[src/rtl/mux8_rr_arbiter_if.sv]
// Request/grant bundle between eight requesters and the mux arbiter.
// The master side drives requests; the arbiter side returns the grant.
interface mux8_rr_arbiter_if;
  logic [7:0] req;
  logic [7:0] gnt;
  logic [2:0] sel;
  logic       valid;

  modport master (
    output req,
    input  gnt,
    input  sel,
    input  valid
  );

  modport slave (
    input  req,
    output gnt,
    output sel,
    output valid
  );
endinterface

[src/rtl/mux8_rr_arbiter.sv]
// Round-robin arbiter driving the select of an 8:1 mux.
// Bounds one owner's tenure to MAX_HOLD cycles under contention.
module mux8_rr_arbiter #(
  parameter int MAX_HOLD = 4
) (
  input  logic              clk,
  input  logic              rst_n,
  mux8_rr_arbiter_if.slave  bus
);

  typedef enum logic {IDLE, GRANT} state_e;

  state_e      state_q, state_d;
  logic [7:0]  gnt_q, gnt_d;
  logic [2:0]  sel_q, sel_d;
  logic        valid_q, valid_d;
  logic [3:0]  hold_q, hold_d;
  logic [2:0]  ptr_q, ptr_d;

  logic [7:0]  own_oh;
  logic [7:0]  cand;
  logic [2:0]  pick;
  logic        own;
  logic        other;
  logic        at_max;
  logic        rel_go;
  logic        rel_idle;
  logic        preempt;
  logic        stay;

  assign own_oh = 8'b1 << sel_q;

  // Owner is masked out while granting, so a pick never re-selects it.
  assign cand = (state_q == GRANT) ? (bus.req & ~own_oh) : bus.req;

  assign own      = bus.req[sel_q];
  assign other    = |cand;
  assign at_max   = (hold_q == 4'(MAX_HOLD));
  assign rel_go   = !own && other;
  assign rel_idle = !own && !other;
  assign preempt  = own && at_max && other;
  assign stay     = own && !(at_max && other);

  // Nearest set bit after ptr wins; scanning backwards lets it land last.
  always_comb begin
    logic [2:0] idx;
    pick = ptr_q;
    for (int k = 8; k >= 1; k--) begin
      idx = ptr_q + 3'(k);
      if (cand[idx]) pick = idx;
    end
  end

  always_ff @(posedge clk or negedge rst_n) begin
    if (!rst_n) begin
      state_q <= IDLE;
      gnt_q   <= 8'h00;
      sel_q   <= 3'd0;
      valid_q <= 1'b0;
      hold_q  <= 4'd0;
      ptr_q   <= 3'd7;
    end else begin
      state_q <= state_d;
      gnt_q   <= gnt_d;
      sel_q   <= sel_d;
      valid_q <= valid_d;
      hold_q  <= hold_d;
      ptr_q   <= ptr_d;
    end
  end

  always_comb begin
    state_d = state_q;
    unique case (state_q)
      IDLE:    if (|bus.req) state_d = GRANT;
      GRANT:   if (rel_idle) state_d = IDLE;
      default: state_d = IDLE;
    endcase
  end

  always_comb begin
    gnt_d   = gnt_q;
    sel_d   = sel_q;
    valid_d = valid_q;
    hold_d  = hold_q;
    ptr_d   = ptr_q;
    unique case (state_q)
      IDLE: begin
        if (|bus.req) begin
          gnt_d   = 8'b1 << pick;
          sel_d   = pick;
          valid_d = 1'b1;
          hold_d  = 4'd1;
          ptr_d   = pick;
        end
      end
      GRANT: begin
        unique case (1'b1)
          rel_go, preempt: begin
            gnt_d   = 8'b1 << pick;
            sel_d   = pick;
            valid_d = 1'b1;
            hold_d  = 4'd1;
            ptr_d   = pick;
          end
          rel_idle: begin
            gnt_d   = 8'h00;
            valid_d = 1'b0;
            hold_d  = 4'd0;
          end
          stay: begin
            if (!at_max) hold_d = hold_q + 4'd1;
          end
          default: ;
        endcase
      end
      default: ;
    endcase
  end

  assign bus.gnt   = gnt_q;
  assign bus.sel   = sel_q;
  assign bus.valid = valid_q;

endmodule
[src/flat_wrapper.sv]
// flat-port wrapper written by rule: the top's interface ports become plain ports
module mux8_rr_arbiter_flat 
#(
  parameter int MAX_HOLD = 4
)
  (clk, rst_n, bus_req, bus_gnt, bus_sel, bus_valid);
  mux8_rr_arbiter_if bus_i ();
  input  logic clk;
  input  logic rst_n;
  input wire logic [$bits(bus_i.req)-1:0] bus_req;
  output wire logic [$bits(bus_i.gnt)-1:0] bus_gnt;
  output wire logic [$bits(bus_i.sel)-1:0] bus_sel;
  output wire logic [$bits(bus_i.valid)-1:0] bus_valid;
  assign bus_i.req = bus_req;
  assign bus_gnt = bus_i.gnt;
  assign bus_sel = bus_i.sel;
  assign bus_valid = bus_i.valid;
  mux8_rr_arbiter #(.MAX_HOLD(MAX_HOLD)) u_core (.clk(clk), .rst_n(rst_n), .bus(bus_i));
endmodule
[config.mk]
export PLATFORM = sky130hd
export DESIGN_NAME = mux8_rr_arbiter_flat
export DESIGN_NICKNAME = d
export VERILOG_FILES = /design/src/rtl/mux8_rr_arbiter_if.sv /design/src/rtl/mux8_rr_arbiter.sv /design/src/flat_wrapper.sv
export SDC_FILE = /design/constraint.sdc
export NUM_CORES = 1
export LEC_CHECK = 0
export ABC_CLOCK_PERIOD_IN_PS = 6800
export BUFFER_PORTS_ARGS = -buffer_cell sky130_fd_sc_hd__buf_2
export CAP_MARGIN = 10
export CORE_MARGIN = 2
export CORE_UTILIZATION = 40
export DETAILED_ROUTE_END_ITERATION = 6
export HOLD_SLACK_MARGIN = 0.02
export PLACE_DENSITY = 0.59
export SETUP_SLACK_MARGIN = 0.05
export SLEW_MARGIN = 25
export SYNTH_ARGS = -nofsm -noshare
export SYNTH_HDL_FRONTEND = slang
export SYNTH_SLANG_ARGS = --single-unit
[constraint.sdc]
create_clock -name clk -period 6.8 [get_ports clk]
set_input_delay 2.04 -clock clk [delete_from_list [all_inputs] [get_ports clk]]
set_output_delay 2.04 -clock clk [all_outputs]
set_load 0.02 [all_outputs]
==> flow_summary.toml <==
[finish]
layout_common_cells = "nand2_1, buf_2, dfrtp_1"
antenna-diode-count = 0
final_common_cell = "nand2_1"
stdcell_count = 324
syn2layout_area_growth_pct = 7.63
nets = 267
post_route_cells_drive_above_1_share_pct = 20.2
fill_cells = 529

[timing]
setup_tns_ns = 0
rsz0062_at_grt = "no"
fin_crit_sh_pct = 60.7
report.final.slew_viol_count = 0
fmax_ghz = 0.242
setup_viol = 0
period_minus_slack_ns = 4.13
final-hold-violation-count = 0
worst_pin_slew_ns = 0.677
slew_headroom_pct = 54.8
fin_skew_ns = 0.00804

[synthesis]
synthArstFlopShare_pct = 100
synth_flop_cell = "dfrtp_1"
yosys.area.top_type = "dfrtp_1"
ys_types = 69
syn-num-nets = 260
yosysWarningCount = 0
ys_seq_area_share_pct = 22.8
synthesis.area_um2 = 2210
synth_area_per_cell_um2 = 9.00
synthCells = 246
synth_edf_count = 0
synth_top_area_share_pct = 19.2
synth_area_leaders = "dfrtp_1, mux4_2, nand2_1"
synth_seq_cells = 20

[grt]
grt_pass1_wl_um = 10100
grt_max_degree = 23
grt_overflow = 0
grt_pass1_vias = 1899
antenna_found_initial = 0
grt_usage_pct = 20.9

[worst_setup_path]
crit_fanout = 18
crit_type = "reg2reg"
r2r-end = "u_core.bus.gnt[5]$_DFFE_PN0P_"
cp_data_required_time_ns = 7.00
r2r_cells = 10
start_kind = "flip-flop"
worst-endpoint-arrival_ns = 4.33
crit_start = "u_core.ptr_q[0]$_DFFE_PN1P_"
cp-endpoint = "u_core.bus.gnt[5]$_DFFE_PN0P_"
cp-end-kind = "flip-flop"
rr_startpoint = "u_core.ptr_q[0]$_DFFE_PN1P_"
rrSetupSlack_ns = 2.67

[floorplanning]
start_util_pct = 40.7
num_rows = 27
die_h_um = 78.4
ios = 22
core_area_um2 = 5440
dieArea_um2 = 6150
chipWidth_um = 78.4

[clock_network]
clkTransAtPathRegs_ns = 0.08
clock_sinks = 20
cts_setup_buffers = 0
cts_made_buffers = 3
cts_root_buf = "clkbuf_8"
cts_tree = "done"
h-tree-depth = 1
cts.path.max_buffers = 2
cts_hold_buf = 0
clkLatencyLatePin_ns = 0.26
cts_resized = 0

[route]
routed_wl_um = 6260
drtIter0Drc = 243
vias_per_cell = 6.66
final_antenna_net_count = 0
via_count = 2158
avgRoutedWirePerCell_um = 19.3
first_pass_iters = 5
drc = 0

[place]
dp_hpwl_um = 4620
portBuffers = 21
dpl.cell_count = 320
gp_congestion = 0.907

[min_path]
min_path_type = "reg2reg"
hold_path_depth = 2

[flow_run]
drv_cap = 0

[outcome]
status = "complete, no violations"
## state kept, by name (all words and copies together), names as in the netlist
signal and cells:
u_core.bus.gnt 8, u_core.bus.sel 3, u_core.bus.valid 1, u_core.hold_q 4
u_core.ptr_q 3, u_core.state_q 1
## layout make-up
cell class / count / area (um2) / share of cell area (%)
Inverter: 13 / 48.8 / 2.05
Multi-Input combinational cell: 194 / 1560 / 65.6
Clock inverter: 1 / 30.0 / 1.26
Tap cell: 72 / 90.1 / 3.78
Timing Repair Buffer: 21 / 105 / 4.41
Sequential cell: 20 / 504 / 21.2
Clock buffer: 3 / 41.3 / 1.73
## critical path, stage by stage, from the launching register on
cell and delay, ns:
dfstp_2 0.77, inv_2 0.27, ha_1 0.74, inv_1 0.31, o32ai_1 0.69, a221oi_1 0.21
a21oi_1 0.27, o32a_1 0.19, a31o_1 0.12, and3b_1 0.29, a32o_1 0.20
## synth_stat cells (all sizes together) (3+ instances only)
cell     n
a21o     5
a21oi    5
a221oi   3
a31oi    3
a32o     8
a41oi    3
and3     3
and4b    3
and4bb   3
buf     10
clkbuf   9
dfrtp   17
dfstp    3
ha       4
inv     13
mux2i    9
mux4    10
nand2   33
nand2b  11
nand3    6
nand4    5
nor2     4
nor2b    3
nor3     4
nor4     3
o211ai   4
o21ai    9
o22ai    7
o31ai    3
o32ai    7
xnor2    3
## metrics by stage
stage                     instance area (um2)  hold WS [ns]  util [%]  setup slack, ns
final                                    2380         0.486      43.8             2.67
after global routing                     2380         0.519      43.8             2.42
after CTS                                2380         0.484      43.8             2.75
after detailed placement                 2310         0.464      42.5             2.51
after global placement                   2310         0.460      42.5             2.53
after floorplan                          2210         0.514         -             2.70
## layer usage
metal | vias to the layer above | routed length, um | global-route usage [%]
met4 | 0 | 178 | 5.79
met2 | 119 | 2790 | 30.3
met3 | 17 | 516 | 4.02
met5 | - | 0 | 0
li1 | 992 | - | -
met1 | 1030 | 2780 | 31.7
## logic make-up after synthesis
group | Yosys count | synth area share, %
and+or+nand+nor | 88 | 23.3
AOI/OAI and AO/OA | 76 | 27.1
buffers and inverters | 32 | 6.61
muxes | 21 | 15.6
DFF | 20 | 22.8
xor gates and xnor gates | 5 | 2.32
adders and majority gates | 4 | 2.26
## worst min-delay path by stage
stage | startpoint | to
after global routing | u_core.bus.gnt[0]$_DFFE_PN0P_ | u_core.bus.gnt[0]$_DFFE_PN0P_
final | u_core.bus.valid$_DFFE_PN0P_ | u_core.bus.valid$_DFFE_PN0P_
after CTS | u_core.bus.valid$_DFFE_PN0P_ | u_core.bus.valid$_DFFE_PN0P_
after detailed placement | u_core.bus.valid$_DFFE_PN0P_ | u_core.bus.valid$_DFFE_PN0P_
after floorplan | u_core.hold_q[1]$_DFFE_PN0P_ | u_core.hold_q[1]$_DFFE_PN0P_
after global placement | u_core.bus.valid$_DFFE_PN0P_ | u_core.bus.valid$_DFFE_PN0P_
Power is left out: the tool's default activity adds up to more than one toggle a clock period on the data nets, which glitch-free logic cannot reach.
